File: src/rtl/stack_sys_pkg.sv
// Shared definitions for the stack system: CPU word width, the NOP encoding
// and the instruction-memory sequencer state encodings.
package stack_sys_pkg;

    localparam int CPU_BIT_WIDTH = 32;

    localparam logic [CPU_BIT_WIDTH-1:0] NOP_INST = '0;

    typedef enum logic [2:0] {
        S_LOAD = 3'd0,
        S_IDLE = 3'd1,
        S_RD1  = 3'd2,
        S_RD2  = 3'd3,
        S_COOL = 3'd4
    } seq_state_e;

endpackage

File: src/rtl/inst_mem_sequencer.sv
// Sole owner of the single-port instruction RAM: streams a program in during
// LOAD, then serves fixed-latency CPU fetches with a one-cycle ready pulse.
module inst_mem_sequencer
    import stack_sys_pkg::*;
#(
    parameter int DATA_WIDTH = CPU_BIT_WIDTH,
    parameter int ADDR_WIDTH = 32
) (
    input  logic                  clk,
    input  logic                  rst,
    input  logic                  load_valid,
    input  logic [DATA_WIDTH-1:0] load_data,
    output logic                  load_ready,
    input  logic                  load_done,
    input  logic                  reload,
    input  logic                  cpu_inst_complete,
    input  logic [ADDR_WIDTH-1:0] cpu_pc_next,
    output logic [DATA_WIDTH-1:0] cpu_inst,
    output logic                  cpu_inst_ready,
    output logic                  ram_we,
    output logic [ADDR_WIDTH-1:0] ram_addr,
    output logic [DATA_WIDTH-1:0] ram_din,
    input  logic [DATA_WIDTH-1:0] ram_dout,
    output logic [ADDR_WIDTH-1:0] loaded_count,
    output logic                  fetch_fault
);

    seq_state_e            state_q, state_d;
    logic [ADDR_WIDTH-1:0] loaded_count_q, loaded_count_d;
    logic                  fetch_fault_q, fetch_fault_d;
    logic                  fault_pend_q, fault_pend_d;
    logic                  ram_we_q, ram_we_d;
    logic [ADDR_WIDTH-1:0] ram_addr_q, ram_addr_d;
    logic [DATA_WIDTH-1:0] ram_din_q, ram_din_d;
    logic [DATA_WIDTH-1:0] cpu_inst_q, cpu_inst_d;
    logic                  cpu_inst_ready_q, cpu_inst_ready_d;
    logic                  load_ready_q, load_ready_d;

    // NOTE: every register uses non-blocking assignment so all state updates
    // see the same pre-edge values regardless of statement order.
    always_ff @(posedge clk) begin
        if (rst) begin
            state_q          <= S_LOAD;
            loaded_count_q   <= '0;
            fetch_fault_q    <= 1'b0;
            fault_pend_q     <= 1'b0;
            ram_we_q         <= 1'b0;
            ram_addr_q       <= '0;
            ram_din_q        <= '0;
            cpu_inst_q       <= '0;
            cpu_inst_ready_q <= 1'b0;
            load_ready_q     <= 1'b1;
        end else begin
            state_q          <= state_d;
            loaded_count_q   <= loaded_count_d;
            fetch_fault_q    <= fetch_fault_d;
            fault_pend_q     <= fault_pend_d;
            ram_we_q         <= ram_we_d;
            ram_addr_q       <= ram_addr_d;
            ram_din_q        <= ram_din_d;
            cpu_inst_q       <= cpu_inst_d;
            cpu_inst_ready_q <= cpu_inst_ready_d;
            load_ready_q     <= load_ready_d;
        end
    end

    // NOTE: every next-state signal gets a default before the case statement,
    // so no path through the block can infer a latch.
    always_comb begin
        state_d          = state_q;
        loaded_count_d   = loaded_count_q;
        fetch_fault_d    = fetch_fault_q;
        fault_pend_d     = fault_pend_q;
        ram_we_d         = 1'b0;
        ram_addr_d       = ram_addr_q;
        ram_din_d        = ram_din_q;
        cpu_inst_d       = cpu_inst_q;
        cpu_inst_ready_d = 1'b0;
        load_ready_d     = 1'b0;

        unique case (state_q)
            S_LOAD: begin
                load_ready_d = 1'b1;
                // A saturated counter has no address left, so the word is dropped.
                if (load_valid && (loaded_count_q != '1)) begin
                    ram_we_d       = 1'b1;
                    ram_addr_d     = loaded_count_q;
                    ram_din_d      = load_data;
                    loaded_count_d = loaded_count_q + ADDR_WIDTH'(1);
                end
                if (load_done) begin
                    state_d = S_IDLE;
                end
            end

            S_IDLE: begin
                if (reload) begin
                    state_d        = S_LOAD;
                    loaded_count_d = '0;
                end else if (cpu_inst_complete) begin
                    ram_addr_d   = cpu_pc_next;
                    fault_pend_d = (cpu_pc_next >= loaded_count_q);
                    state_d      = S_RD1;
                end
            end

            S_RD1: begin
                state_d = S_RD2;
            end

            S_RD2: begin
                if (fault_pend_q) begin
                    cpu_inst_d    = DATA_WIDTH'(NOP_INST);
                    fetch_fault_d = 1'b1;
                end else begin
                    cpu_inst_d = ram_dout;
                end
                cpu_inst_ready_d = 1'b1;
                state_d          = S_COOL;
            end

            S_COOL: begin
                // The CPU is still dropping complete here, so it is not sampled.
                if (reload) begin
                    state_d        = S_LOAD;
                    loaded_count_d = '0;
                end else begin
                    state_d = S_IDLE;
                end
            end

            default: begin
                state_d = S_LOAD;
            end
        endcase
    end

    assign load_ready     = load_ready_q;
    assign cpu_inst       = cpu_inst_q;
    assign cpu_inst_ready = cpu_inst_ready_q;
    assign ram_we         = ram_we_q;
    assign ram_addr       = ram_addr_q;
    assign ram_din        = ram_din_q;
    assign loaded_count   = loaded_count_q;
    assign fetch_fault    = fetch_fault_q;

endmodule

File: config.mk
export PLATFORM = sky130hd
export DESIGN_NAME = inst_mem_sequencer
export DESIGN_NICKNAME = d
export VERILOG_FILES = /design/src/rtl/stack_sys_pkg.sv /design/src/rtl/inst_mem_sequencer.sv
export SDC_FILE = /design/constraint.sdc
export NUM_CORES = 1
export LEC_CHECK = 0
export ABC_AREA = 1
export BUFFER_PORTS_ARGS = -buffer_cell sky130_fd_sc_hd__buf_2
export CAP_MARGIN = 20
export CORE_MARGIN = 2
export CORE_UTILIZATION = 40
export DETAILED_ROUTE_END_ITERATION = 8
export GPL_TIMING_DRIVEN = 0
export PLACE_DENSITY = 0.68
export SLEW_MARGIN = 25
export SYNTH_ARGS = -nofsm -noshare
export SYNTH_HDL_FRONTEND = slang
export SYNTH_SLANG_ARGS = --single-unit
export TNS_END_PERCENT = 20
File: constraint.sdc
create_clock -name clk -period 1.9 [get_ports clk]
set_input_delay 0.19 -clock clk [delete_from_list [all_inputs] [get_ports clk]]
set_output_delay 0.19 -clock clk [all_outputs]
set_load 0.1 [all_outputs]
==> metrics.md <==
| Metric | Value |
|---|---|
| PwrDens | `between 1000 and 1500 nW/um2` |
| Yosys reg bits | `136` |
| Worst EP required | `around 2200 ps` |
| Core area | `18600 um2` |
| Nature of the critical path endpoint | `register` |
| Clock slew at reported path FFs | `70 ps` |
| DR iter-0 viols | `a little over 600` |
| Syn nets | `approximately 1300` |
| Layout Nets | `1528` |
| Largest cells by area after synthesis | `dfxtp_1 36%, nand2_1 13%, nor2_1 9.5%` |
| Largest area contributor in the netlist | `dfxtp_1` |
| Placer Congestion | `around 0.90` |
| Final wirelength | `~24000 um` |
| Share of cells above drive strength 1 | `~28%` |
| First-pass GRT wire length | `roughly 38000 um` |
| Fin worst setup slack | `between 60 and 70 ps` |
| Largest net degree at the start of global routing | `17` |
| Die W | `142 um` |
| Rows | `50` |
| VDD IR max | `~570 uV` |
| FMAX | `approximately 550 MHz` |
| Sink Count | `about 140` |
| EDFF count, synth | `0` |
| Root Driver | `clkbuf_16` |
| Seq pwr share | `a little under a third` |
| # setup viols final | `0` |
| Top FF cell, synth | `dfxtp_1` |
| Clock skew | `9.23 ps` |
| HPWL after DPL | `around 19000 um` |
| Actual slew at the worst max-slew pin | `751 ps` |
| CTS tree | `built` |
| Sw frac | `41.5%` |
| Max-cap viol count | `0` |
| Critical path arrival | `2110 ps` |
| Multi-input logic area | `4060 um2` |
| Clock share of power | `a little over a third` |
| Yosys top cell area share | `36.0%` |
| Avg Vias per Cell | `4.89` |
| Slew margin rel. | `roughly half` |
| Synthesized netlist cell count | `roughly 1100` |
| Gr ovfl total | `0` |
| Comb pwr share | `between 30 and 40%` |
| Final core utilization | `53.0%` |
| Cell area after synthesis | `about 7600 um2` |
| Post-route clock period utilization | `between 90% and 100%` |
| Synth async-reset ratio | `0%` |
| Final ANT Viol Nets | `0` |
| Final min period | `1830 ps` |
| I/O pins | `234` |
| Int Pwr | `5960 uW` |
| Vias in the first global route | `7179` |
| Hold slack | `between 20 and 30 ps` |
| Final Power | `10200 uW` |
| Die height | `about 140 um` |
| Worst Path Max Fanout | `10` |
| Cell variety after synth | `33` |
| Status | `completed` |
| HP Class | `input port to register` |
| Final hold vios | `0` |
| NetSw | `4230 uW` |
| DR WL/cell | `between 10 and 15 um` |
| DR pass1 iterations | `4` |
| Pins over their slew limit | `0` |
| Clock Path Buffers | `2` |
| DR vias | `roughly 8000` |
| Leak pwr | `about 0.0047 uW` |
| Global router's overall resource usage | `roughly a quarter` |
| Die footprint | `between 20000 and 25000 um2` |
| Number of antenna violations at the first check in global routing | `1` |
| Max H-tree Level | `4` |
| Sequential Area | `between 2000 and 3000 um2` |
| Sequential fraction of the synthesis area | `36.0%` |
| Worst-skew pair later-pin latency | `approximately 420 ps` |
| Initial Util | `roughly 40%` |
| Critical Path Source Type | `register` |
| RSZ-0062 raised after global routing | `true` |
| Area Growth Syn to Fin | `30.6%` |
| Number of remaining DRC errors | `0` |
| PortBufs | `between 200 and 250` |
| Num CTS Buffers | `17` |
| CP Class | `register to register` |
| Synthesized area per cell | `6.69 um2` |
| Synthesis Warnings | `0` |
| Filler instances | `between 1500 and 2000` |
| Setup WS pre-CTS | `-13.1 ps` |
==> cell usage after synthesis (3+ instances only) <==
| library cell | n |
|---|---|
| a21oi_1 | 107 |
| a21oi_2 | 10 |
| buf_2 | 11 |
| buf_6 | 17 |
| clkbuf_1 | 28 |
| dfxtp_1 | 136 |
| ha_1 | 33 |
| inv_1 | 124 |
| inv_2 | 3 |
| nand2_1 | 268 |
| nand2_2 | 3 |
| nand2_4 | 5 |
| nand3_1 | 89 |
| nand3_2 | 11 |
| nand3b_1 | 3 |
| nand4_1 | 8 |
| nor2_1 | 192 |
| nor2_4 | 6 |
| nor3_1 | 7 |
| o21a_1 | 3 |
| o21ai_0 | 37 |
| o21ai_1 | 17 |
==> through the flow <==
step | setup TNS, ps | instances | instance area (um2)
4_1_cts | 0 | 1631 | 9790
2_1_floorplan | -273 | 1132 | 7690
3_5_place_dp | -23.3 | 1599 | 9150
6_report | 0 | 1640 | 9890
3_3_place_gp | 0 | 1599 | 9150
5_1_grt | -64.1 | 1640 | 9890
==> final timing paths <==
path	start	endpoint	slack [ps]	cells past startpoint
setup reg to reg	loaded_count[1]	loaded_count[10]	70	12
setup / recovery	loaded_count[1]	loaded_count[10]	70	12
hold reg to reg	ram_din[7]	ram_din[7]	440	2
hold / removal	load_data[3]	ram_din[3]	30	3
==> registers in the layout, indices dropped and copies added (netlist names) <==
register	cells
state_q	3
cpu_inst	32
ram_we	1
fault_pend_q	1
fetch_fault	1
load_ready	1
cpu_inst_ready	1
ram_din	32
loaded_count	32
ram_addr	32
==> cell type report <==
type                       count  area share [%]
multi-input combinational    811            41.0
clock buffer                  18            4.44
inverter                     129            4.90
buffer                        56            3.73
sequential                   136            28.5
tap                          234            2.96
antenna                        1          0.0253
clock inverter                13            1.89
timing repair buffer         242            12.5
==> cells in the final DEF (no fill, tap or decap), drive strengths merged <==
cell	n
clkinv	5
nand3	100
bufinv	3
clkbuf	45
nand4	8
ha	33
or2	1
clkinvlp	1
nor3	7
nand3b	3
diode	1
a21oi	118
dfxtp	136
buf	270
o21a	4
a22o	1
a21o	1
inv	133
xor2	2
o21ai	55
nand2	278
o2111ai	1
nor2	199
dlygate4sd3	1
==> power groups by stage <==
stage	Combinational, uW	Clock (uW)	Sequential, uW
6_report	3450	3540	3210
3_3_place_gp	3380	0	3260
5_1_grt	3680	3710	3230
2_1_floorplan	1120	0	4870
3_5_place_dp	3400	0	3270
4_1_cts	3420	3590	3210
==> layer usage <==
layer	vias to the layer above	wire length, um	GRT usage [%]
met5	-	0	0
met4	0	531	7.79
met3	36	1600	4.86
met2	248	10800	36.9
met1	3584	11300	33.6
li1	4144	-	-
==> critical path, cell delays in order (launching register included) <==
cell and delay [ps]:
dfxtp_4 380, ha_4 150, nand2_4 70, nor2_4 160
nand2_4 100, nor2_8 140, nand2_4 70, nand2_4 90
nand2_8 90, buf_8 160, buf_8 150, nand3_2 70
a21oi_2 50
==> logic make-up (layout without fill, tap and decap cells) <==
logic type	Yosys count	count (layout)	synth area share [%]
flip-flops	136	136	36.0
other	0	1	0
adder cells (fa/ha/maj)	33	33	5.45
XOR/XNOR	2	2	0.231
AO/OA/AOI/OAI	180	180	13.0
AND/OR/NAND/NOR	596	596	34.3
buffers and inverters	185	458	11.0
==> what timing repair did <==
action / in CTS / in global routing
hold buffers: 1 / 0
resized for setup: 3 / 19
buffers inserted: 0 / 8
endpoints found under the setup margin: 12 / 94
pin swaps: 1 / 2
hold endpoints to repair: 1 / 0
No activity file was read; power rests on OpenSTA's default activity.
